[src/rtl/arith_seq_pkg.sv]
// Shared types for the resource-shared six-result arithmetic evaluator:
// FSM state encoding, multiplier operand selection and the default width.
package arith_seq_pkg;

   localparam int WIDTH_DEF = 32;

   typedef enum logic [2:0] {
      IDLE,
      PRE,
      SUM,
      MUL4,
      MUL6,
      OUT
   } state_e;

   typedef enum logic [1:0] {
      SEL_CD,
      SEL_US,
      SEL_VQ
   } mul_sel_e;

endpackage

[src/rtl/arith_seq_evaluator_if.sv]
// Operand/result bundle bus: valid/ready in, valid/ready out.
// A transfer happens on a rising edge where valid and ready are both high;
// the sender holds valid and its payload stable until that edge.
interface arith_seq_evaluator_if
   import arith_seq_pkg::*;
#(
   parameter int WIDTH = WIDTH_DEF
);
   logic             in_valid;
   logic             in_ready;
   logic [WIDTH-1:0] a, b, c, d, e, f, g, h;
   logic             out_valid;
   logic             out_ready;
   logic [WIDTH-1:0] result1, result2, result3, result4, result5, result6;

   modport master (
      output in_valid, a, b, c, d, e, f, g, h, out_ready,
      input  in_ready, out_valid,
             result1, result2, result3, result4, result5, result6
   );

   modport slave (
      input  in_valid, a, b, c, d, e, f, g, h, out_ready,
      output in_ready, out_valid,
             result1, result2, result3, result4, result5, result6
   );
endinterface

[src/rtl/arith_seq_evaluator_shared_mul.sv]
// The evaluator's single combinational multiplier; the select picks which
// operand pair it serves in the current schedule step. Low WIDTH bits only.
module shared_mul
   import arith_seq_pkg::*;
#(
   parameter int WIDTH = WIDTH_DEF
) (
   input  mul_sel_e         sel,
   input  logic [WIDTH-1:0] c,
   input  logic [WIDTH-1:0] d,
   input  logic [WIDTH-1:0] u,
   input  logic [WIDTH-1:0] s,
   input  logic [WIDTH-1:0] v,
   input  logic [WIDTH-1:0] q,
   output logic [WIDTH-1:0] prod
);
   logic [WIDTH-1:0] op_x;
   logic [WIDTH-1:0] op_y;

   always_comb begin
      op_x = c;
      op_y = d;
      case (sel)
         SEL_US: begin
            op_x = u;
            op_y = s;
         end
         SEL_VQ: begin
            op_x = v;
            op_y = q;
         end
         default: begin
            op_x = c;
            op_y = d;
         end
      endcase
      prod = op_x * op_y;
   end
endmodule

[src/rtl/arith_seq_evaluator.sv]
// Sequential six-result evaluator: latch a..h, then a fixed PRE/SUM/MUL4/MUL6
// schedule around one shared multiplier, then hold the bundle in OUT.
module arith_seq_evaluator
   import arith_seq_pkg::*;
#(
   parameter int WIDTH = WIDTH_DEF,
   parameter int CNT_W = 16
) (
   input  logic              clk,
   input  logic              rst_n,
   arith_seq_evaluator_if.slave bus,
   output logic [CNT_W-1:0]  done_count,
   output state_e            state_dbg
);
   state_e           state, state_n;
   mul_sel_e         mul_sel;
   logic             in_ready_w, out_valid_w;
   logic [WIDTH-1:0] ra, rb, rc, rd, re, rf, rg, rh;
   logic [WIDTH-1:0] s, p, q, t, u, v;
   logic [WIDTH-1:0] r1, r2, r3, r4, r5, r6;
   logic [WIDTH-1:0] prod;

   shared_mul #(.WIDTH(WIDTH)) u_mul (
      .sel  (mul_sel),
      .c    (rc),
      .d    (rd),
      .u    (u),
      .s    (s),
      .v    (v),
      .q    (q),
      .prod (prod)
   );

   always_ff @(posedge clk or negedge rst_n) begin
      if (!rst_n) state <= IDLE;
      else        state <= state_n;
   end

   always_comb begin
      state_n = state;
      case (state)
         IDLE:    if (bus.in_valid) state_n = PRE;
         PRE:     state_n = SUM;
         SUM:     state_n = MUL4;
         MUL4:    state_n = MUL6;
         MUL6:    state_n = OUT;
         OUT:     if (bus.out_ready) state_n = IDLE;
         default: state_n = IDLE;
      endcase
   end

   always_comb begin
      in_ready_w  = (state == IDLE);
      out_valid_w = (state == OUT);
      mul_sel     = SEL_CD;
      case (state)
         MUL4:    mul_sel = SEL_US;
         MUL6:    mul_sel = SEL_VQ;
         default: mul_sel = SEL_CD;
      endcase
   end

   // Each state writes only its own registers; everything else holds.
   always_ff @(posedge clk or negedge rst_n) begin
      if (!rst_n) begin
         {ra, rb, rc, rd, re, rf, rg, rh} <= '0;
         {s, p, q, t, u, v}               <= '0;
         {r1, r2, r3, r4, r5, r6}         <= '0;
      end else begin
         case (state)
            IDLE: if (bus.in_valid) begin
               ra <= bus.a; rb <= bus.b; rc <= bus.c; rd <= bus.d;
               re <= bus.e; rf <= bus.f; rg <= bus.g; rh <= bus.h;
            end
            PRE: begin
               s <= ra + rb;
               p <= prod;
               q <= re - rf;
               t <= rg + rh;
            end
            SUM: begin
               r1 <= s + p;
               r2 <= p + q;
               r3 <= s + t;
               r5 <= (p + rb) - (rf + s);
               u  <= p + re;
               v  <= s + rc;
            end
            MUL4:    r4 <= prod;
            MUL6:    r6 <= prod;
            default: ;
         endcase
      end
   end

   always_ff @(posedge clk or negedge rst_n) begin
      if (!rst_n)                                done_count <= '0;
      else if (state == OUT && bus.out_ready)    done_count <= done_count + 1'b1;
   end

   assign bus.in_ready  = in_ready_w;
   assign bus.out_valid = out_valid_w;
   assign bus.result1   = r1;
   assign bus.result2   = r2;
   assign bus.result3   = r3;
   assign bus.result4   = r4;
   assign bus.result5   = r5;
   assign bus.result6   = r6;
   assign state_dbg     = state;
endmodule
[src/flat_wrapper.sv]
// flat-port wrapper written by rule: the top's interface ports become plain ports
module arith_seq_evaluator_flat import arith_seq_pkg::*;
#(
   parameter int WIDTH = WIDTH_DEF,
   parameter int CNT_W = 16
)
  (clk, rst_n, done_count, state_dbg, bus_in_valid, bus_a, bus_b, bus_c, bus_d, bus_e, bus_f, bus_g, bus_h, bus_out_ready, bus_in_ready, bus_out_valid, bus_result1, bus_result2, bus_result3, bus_result4, bus_result5, bus_result6);
  arith_seq_evaluator_if #(.WIDTH(WIDTH)) bus_i ();
  input  logic clk;
  input  logic rst_n;
  output logic [CNT_W-1:0] done_count;
  output state_e state_dbg;
  input wire logic [$bits(bus_i.in_valid)-1:0] bus_in_valid;
  input wire logic [$bits(bus_i.a)-1:0] bus_a;
  input wire logic [$bits(bus_i.b)-1:0] bus_b;
  input wire logic [$bits(bus_i.c)-1:0] bus_c;
  input wire logic [$bits(bus_i.d)-1:0] bus_d;
  input wire logic [$bits(bus_i.e)-1:0] bus_e;
  input wire logic [$bits(bus_i.f)-1:0] bus_f;
  input wire logic [$bits(bus_i.g)-1:0] bus_g;
  input wire logic [$bits(bus_i.h)-1:0] bus_h;
  input wire logic [$bits(bus_i.out_ready)-1:0] bus_out_ready;
  output wire logic [$bits(bus_i.in_ready)-1:0] bus_in_ready;
  output wire logic [$bits(bus_i.out_valid)-1:0] bus_out_valid;
  output wire logic [$bits(bus_i.result1)-1:0] bus_result1;
  output wire logic [$bits(bus_i.result2)-1:0] bus_result2;
  output wire logic [$bits(bus_i.result3)-1:0] bus_result3;
  output wire logic [$bits(bus_i.result4)-1:0] bus_result4;
  output wire logic [$bits(bus_i.result5)-1:0] bus_result5;
  output wire logic [$bits(bus_i.result6)-1:0] bus_result6;
  assign bus_i.in_valid = bus_in_valid;
  assign bus_i.a = bus_a;
  assign bus_i.b = bus_b;
  assign bus_i.c = bus_c;
  assign bus_i.d = bus_d;
  assign bus_i.e = bus_e;
  assign bus_i.f = bus_f;
  assign bus_i.g = bus_g;
  assign bus_i.h = bus_h;
  assign bus_i.out_ready = bus_out_ready;
  assign bus_in_ready = bus_i.in_ready;
  assign bus_out_valid = bus_i.out_valid;
  assign bus_result1 = bus_i.result1;
  assign bus_result2 = bus_i.result2;
  assign bus_result3 = bus_i.result3;
  assign bus_result4 = bus_i.result4;
  assign bus_result5 = bus_i.result5;
  assign bus_result6 = bus_i.result6;
  arith_seq_evaluator #(.WIDTH(WIDTH), .CNT_W(CNT_W)) u_core (.clk(clk), .rst_n(rst_n), .bus(bus_i), .done_count(done_count), .state_dbg(state_dbg));
endmodule
[config.mk]
export PLATFORM = sky130hd
export DESIGN_NAME = arith_seq_evaluator_flat
export DESIGN_NICKNAME = d
export VERILOG_FILES = /design/src/rtl/arith_seq_pkg.sv /design/src/rtl/arith_seq_evaluator_if.sv /design/src/rtl/arith_seq_evaluator_shared_mul.sv /design/src/rtl/arith_seq_evaluator.sv /design/src/flat_wrapper.sv
export SDC_FILE = /design/constraint.sdc
export NUM_CORES = 2
export LEC_CHECK = 0
export ABC_AREA = 0
export ABC_CLOCK_PERIOD_IN_PS = 27900
export CORE_ASPECT_RATIO = 0.75
export CORE_MARGIN = 2
export CORE_UTILIZATION = 30
export DETAILED_ROUTE_END_ITERATION = 8
export PLACE_DENSITY = 0.53
export SLEW_MARGIN = 40
export SYNTH_ARGS = -nofsm -noshare
export SYNTH_HDL_FRONTEND = slang
export SYNTH_HIERARCHICAL = 1
export SYNTH_SLANG_ARGS = --single-unit
[constraint.sdc]
create_clock -name clk -period 27.9 [get_ports clk]
set_clock_uncertainty 0.05 [all_clocks]
set_input_delay 5.58 -clock clk [delete_from_list [all_inputs] [get_ports clk]]
set_output_delay 5.58 -clock clk [all_outputs]
set_load 0.05 [all_outputs]
==> out/results.md <==
| Parameter | This run |
| --- | --- |
| Run status | finished, final reports clean |
| Time the worst path needs with I/O delays and setup | 11.34 ns |
| Final wirelength | 227200 um |
| Most congested layer reported by global routing | met1 |
| Hold Crit Class | register to register |
| Fillcell total | 19078 |
| Average via count per standard cell | 5.139 |
| Global routing usage summed across all routing layers | 23.51% |
| Hold Violations, Final | 0 |
| GR Layer Usage met3 | 5.835% |
| Effective utilization at floorplan | 30.24% |
| Initial antenna violation count | 12 |
| TritonCTS Buffers | 78 |
| Path depth of the worst reg2reg path | 32 |
| Wire length of the first global-routing pass | 328700 um |
| Y dimension of the die | 379.3 um |
| Clock Path Buffers | 3 |
| Critical Path End Type | register |
| Number of H-tree levels | 3 |
| Sink of the worst hold path | u_core/t[23] |
| Master of the slowest instance on the critical path | sky130_fd_sc_hd__buf_4 |
| Register-to-register setup slack | 16.56 ns |
| Launch point of the worst hold path | u_core/t[23] |
| FF/Latch Area | 16490 um2 |
| Worst r2r src | u_core/state_dbg[1] |
| DRC violations left | 0 |
| Post-synth EDFFs | 0 |
| Post-Synthesis Net Count | 7269 |
| Post-CTS setup buffer count | 0 |
| I/O pin count | 473 |
| Sink count of the clock tree | 659 |
| Full die area | 191300 um2 |
| Slowest Stage Delay on Critical Path | 0.68 ns |
| Via total after detailed routing | 46815 |
| Remaining global-route overflow | 0 |
| Number of detailed-route iterations in the first pass | 6 |
| CP Data Required Time | 28.43 ns |
| RSZ-0062 raised after global routing | false |
| Number of failing setup endpoints in the final timing report | 0 |
| Multi-input gate area | 36740 um2 |
| Reg clk slew, reported paths | 0.06 ns |
| Root Driver | sky130_fd_sc_hd__clkbuf_16 |
| Data arrival at the endpoint of the critical path | 11.87 ns |
| Relative slew margins | 32.32% |
| Mapped Avg Cell Area | 9.198 um2 |
| Setup TNS | 0 ns |
| Number of DRC markers after the initial detailed-route iteration | 4584 |
| Clock tree from TritonCTS | built |
| Routing usage on met2 | 33.79% |
| Timing-limited maximum frequency | 0.08818 GHz |
| Detailed placement HPWL | 183700 um |
| Final number of max-transition violations | 0 |
| Critical Path Fanout Max | 76 |
| Synthesized instance count | 6125 |
| Max Cap Viol | 0 |
| Number of cells traversed by the worst hold path | 2 |
| Fraction of the cycle the final worst path needs | 40.65% |
| Via count of the first global-routing pass | 45672 |
| Terminus of the critical flop-to-flop path | u_core/bus.result6[30] |
| Slew at the pin closest to its max-slew limit | 1.015 ns |
| Number of I/O port buffers | 472 |
| Average wire per standard cell | 24.94 um |
| Clock latency on the worst-skew pair | 0.72 ns |
| # hold bufs at CTS | 0 |
| Pin count of the biggest net entering global routing | 144 |
| Register bit total from synthesis | 659 |
| Prevailing post-synth register cell | sky130_fd_sc_hd__dfrtp_1 |
| Kind of start point of the critical path | register |
| Final layout net count | 7689 |
| Grt met1 use | 34.67% |
| Synth Cell Area | 56340 um2 |
| Critical Setup Path Class | register to register |
| Synth async-reset ratio | 100.0% |
| Placement row count | 137 |
| Remaining number of nets flagged by the antenna check after routing | 0 |
| Routability-driven placement congestion ratio | 0.9821 |
| Relative area change from synthesis to final layout | 19.28% |
| Count of cells resized by post-cts repair | 0 |
| Overall die width | 504.4 um |
| Portion of the post-synthesis area used by sequential elements | 29.27% |
| Crit-path most repeated cell | sky130_fd_sc_hd__fa_1 |
| Synth warnings | 6 |
| Fraction of layout instances using a drive strength above 1 | 8.222% |
| Post-synth cell types | 83 |
| Placeable core region | 186300 um2 |
## cell type report
cell class	count	area share, %
multi-input combinational	4590	54.67
sequential	659	24.54
timing repair buffer	579	8.404
tap	2502	4.658
inverter	637	3.558
clock buffer	105	3.264
clock inverter	34	0.8937
antenna	4	0.01489
## placed cells by master, fill, tap and decap left out, types with 27 or more instances in the layout
cell,instances
sky130_fd_sc_hd__a21oi_1,273
sky130_fd_sc_hd__o21a_1,86
sky130_fd_sc_hd__nand4_1,38
sky130_fd_sc_hd__and3_1,40
sky130_fd_sc_hd__nor2_1,459
sky130_fd_sc_hd__o31ai_1,32
sky130_fd_sc_hd__nand2_1,903
sky130_fd_sc_hd__a21o_1,169
sky130_fd_sc_hd__xnor2_1,191
sky130_fd_sc_hd__and2_1,27
sky130_fd_sc_hd__xor2_1,121
sky130_fd_sc_hd__nor3_1,42
sky130_fd_sc_hd__dfrtp_1,659
sky130_fd_sc_hd__buf_4,89
sky130_fd_sc_hd__o21bai_1,56
sky130_fd_sc_hd__o21ai_0,468
sky130_fd_sc_hd__a22oi_1,52
sky130_fd_sc_hd__nand3_1,71
sky130_fd_sc_hd__clkdlybuf4s50_1,471
sky130_fd_sc_hd__inv_1,637
sky130_fd_sc_hd__a31oi_1,33
sky130_fd_sc_hd__nor2b_1,34
sky130_fd_sc_hd__nand2b_1,38
sky130_fd_sc_hd__mux2_2,231
sky130_fd_sc_hd__clkbuf_16,78
sky130_fd_sc_hd__a211oi_1,34
sky130_fd_sc_hd__fa_1,478
sky130_fd_sc_hd__ha_1,404
## synth_stat cells (10+ instances only)
master	instances	area [um2]
sky130_fd_sc_hd__a211oi_1	34	255.2
sky130_fd_sc_hd__a21o_1	169	1269
sky130_fd_sc_hd__a21oi_1	274	1371
sky130_fd_sc_hd__a221o_1	16	160.2
sky130_fd_sc_hd__a22oi_1	52	390.4
sky130_fd_sc_hd__a31o_2	11	96.34
sky130_fd_sc_hd__a31oi_1	33	206.5
sky130_fd_sc_hd__and2_1	29	181.4
sky130_fd_sc_hd__and3_1	40	250.2
sky130_fd_sc_hd__buf_1	22	82.58
sky130_fd_sc_hd__buf_2	17	85.08
sky130_fd_sc_hd__clkbuf_1	190	713.2
sky130_fd_sc_hd__dfrtp_1	659	16490
sky130_fd_sc_hd__fa_1	478	9569
sky130_fd_sc_hd__ha_1	406	5080
sky130_fd_sc_hd__inv_1	637	2391
sky130_fd_sc_hd__mux2_2	231	2601
sky130_fd_sc_hd__nand2_1	904	3393
sky130_fd_sc_hd__nand2b_1	38	237.7
sky130_fd_sc_hd__nand3_1	71	355.3
sky130_fd_sc_hd__nand4_1	38	237.7
sky130_fd_sc_hd__nor2_1	462	1734
sky130_fd_sc_hd__nor2b_1	34	212.7
sky130_fd_sc_hd__nor3_1	42	210.2
sky130_fd_sc_hd__nor3b_1	10	75.07
sky130_fd_sc_hd__o2111ai_1	15	131.4
sky130_fd_sc_hd__o211ai_1	22	165.2
sky130_fd_sc_hd__o21a_1	88	660.6
sky130_fd_sc_hd__o21ai_0	474	2372
sky130_fd_sc_hd__o21ai_1	31	155.2
sky130_fd_sc_hd__o21bai_1	56	420.4
sky130_fd_sc_hd__o31ai_1	32	240.2
sky130_fd_sc_hd__or2_2	15	93.84
sky130_fd_sc_hd__or3_1	18	112.6
sky130_fd_sc_hd__xnor2_1	194	1699
sky130_fd_sc_hd__xor2_1	123	1077
## through the flow
step | cells | instance area [um2] | hold slack (ns) | setup slack [ns] | utilization [%]
2_1_floorplan | 6125 | 56340 | 0.3887 | 17.92 | -
3_3_place_gp | 8957 | 64060 | 0.4057 | 16.48 | 34.38
3_5_place_dp | 8962 | 64250 | 0.4131 | 16.74 | 34.48
4_1_cts | 9101 | 67040 | 0.4286 | 16.66 | 35.98
5_1_grt | 9108 | 67200 | 0.4570 | 15.98 | 36.06
6_report | 9110 | 67200 | 0.4250 | 16.56 | 36.07
## metal layers
| metal | part of all wire, % | wire length (um) |
|---|---|---|
| met1 | 47 | 106200 |
| met2 | 41 | 93300 |
| met3 | 9.2 | 20800 |
| met4 | 3.0 | 6857 |
| met5 | 0.014 | 32 |
## cell families after synthesis
logic type               Yosys count  synth area share, %
buffers and inverters            876                5.968
flip-flops                       659                29.27
multiplexers                     240                4.777
XOR/XNOR                         325                5.250
AND/OR/NAND/NOR                 1737                13.09
AO/OA/AOI/OAI                   1404                15.64
adder cells (fa/ha/maj)          884                26.00
## worst max path at each step
| stage | from | to | slack [ns] | cells past startpoint |
|---|---|---|---|---|
| global route | u_core/state_dbg[1] | u_core/bus.result6[30] | 15.98 | 32 |
| global placement | u_core/state_dbg[1] | u_core/bus.result6[22] | 16.48 | 29 |
| floorplan | u_core/state_dbg[2] | u_core/bus.result6[30] | 17.92 | 35 |
| detailed placement | u_core/state_dbg[1] | u_core/bus.result6[30] | 16.74 | 32 |
| CTS | u_core/state_dbg[1] | u_core/bus.result6[30] | 16.66 | 32 |
| finish | u_core/state_dbg[1] | u_core/bus.result6[30] | 16.56 | 32 |
## worst max-delay path, delay by kind of cell, from the launching register on
family / cells / cell delay (ns)
adder cells (fa/ha/maj): 10 / 4.81
buffers and inverters: 10 / 2.59
multiplexers: 1 / 0.31
AND/OR/NAND/NOR: 4 / 0.61
AO/OA/AOI/OAI: 7 / 2.14
flip-flops: 1 / 0.61
Power is not shown: default switching activity piles up to over one toggle a cycle in this logic, so the estimate is an artifact.
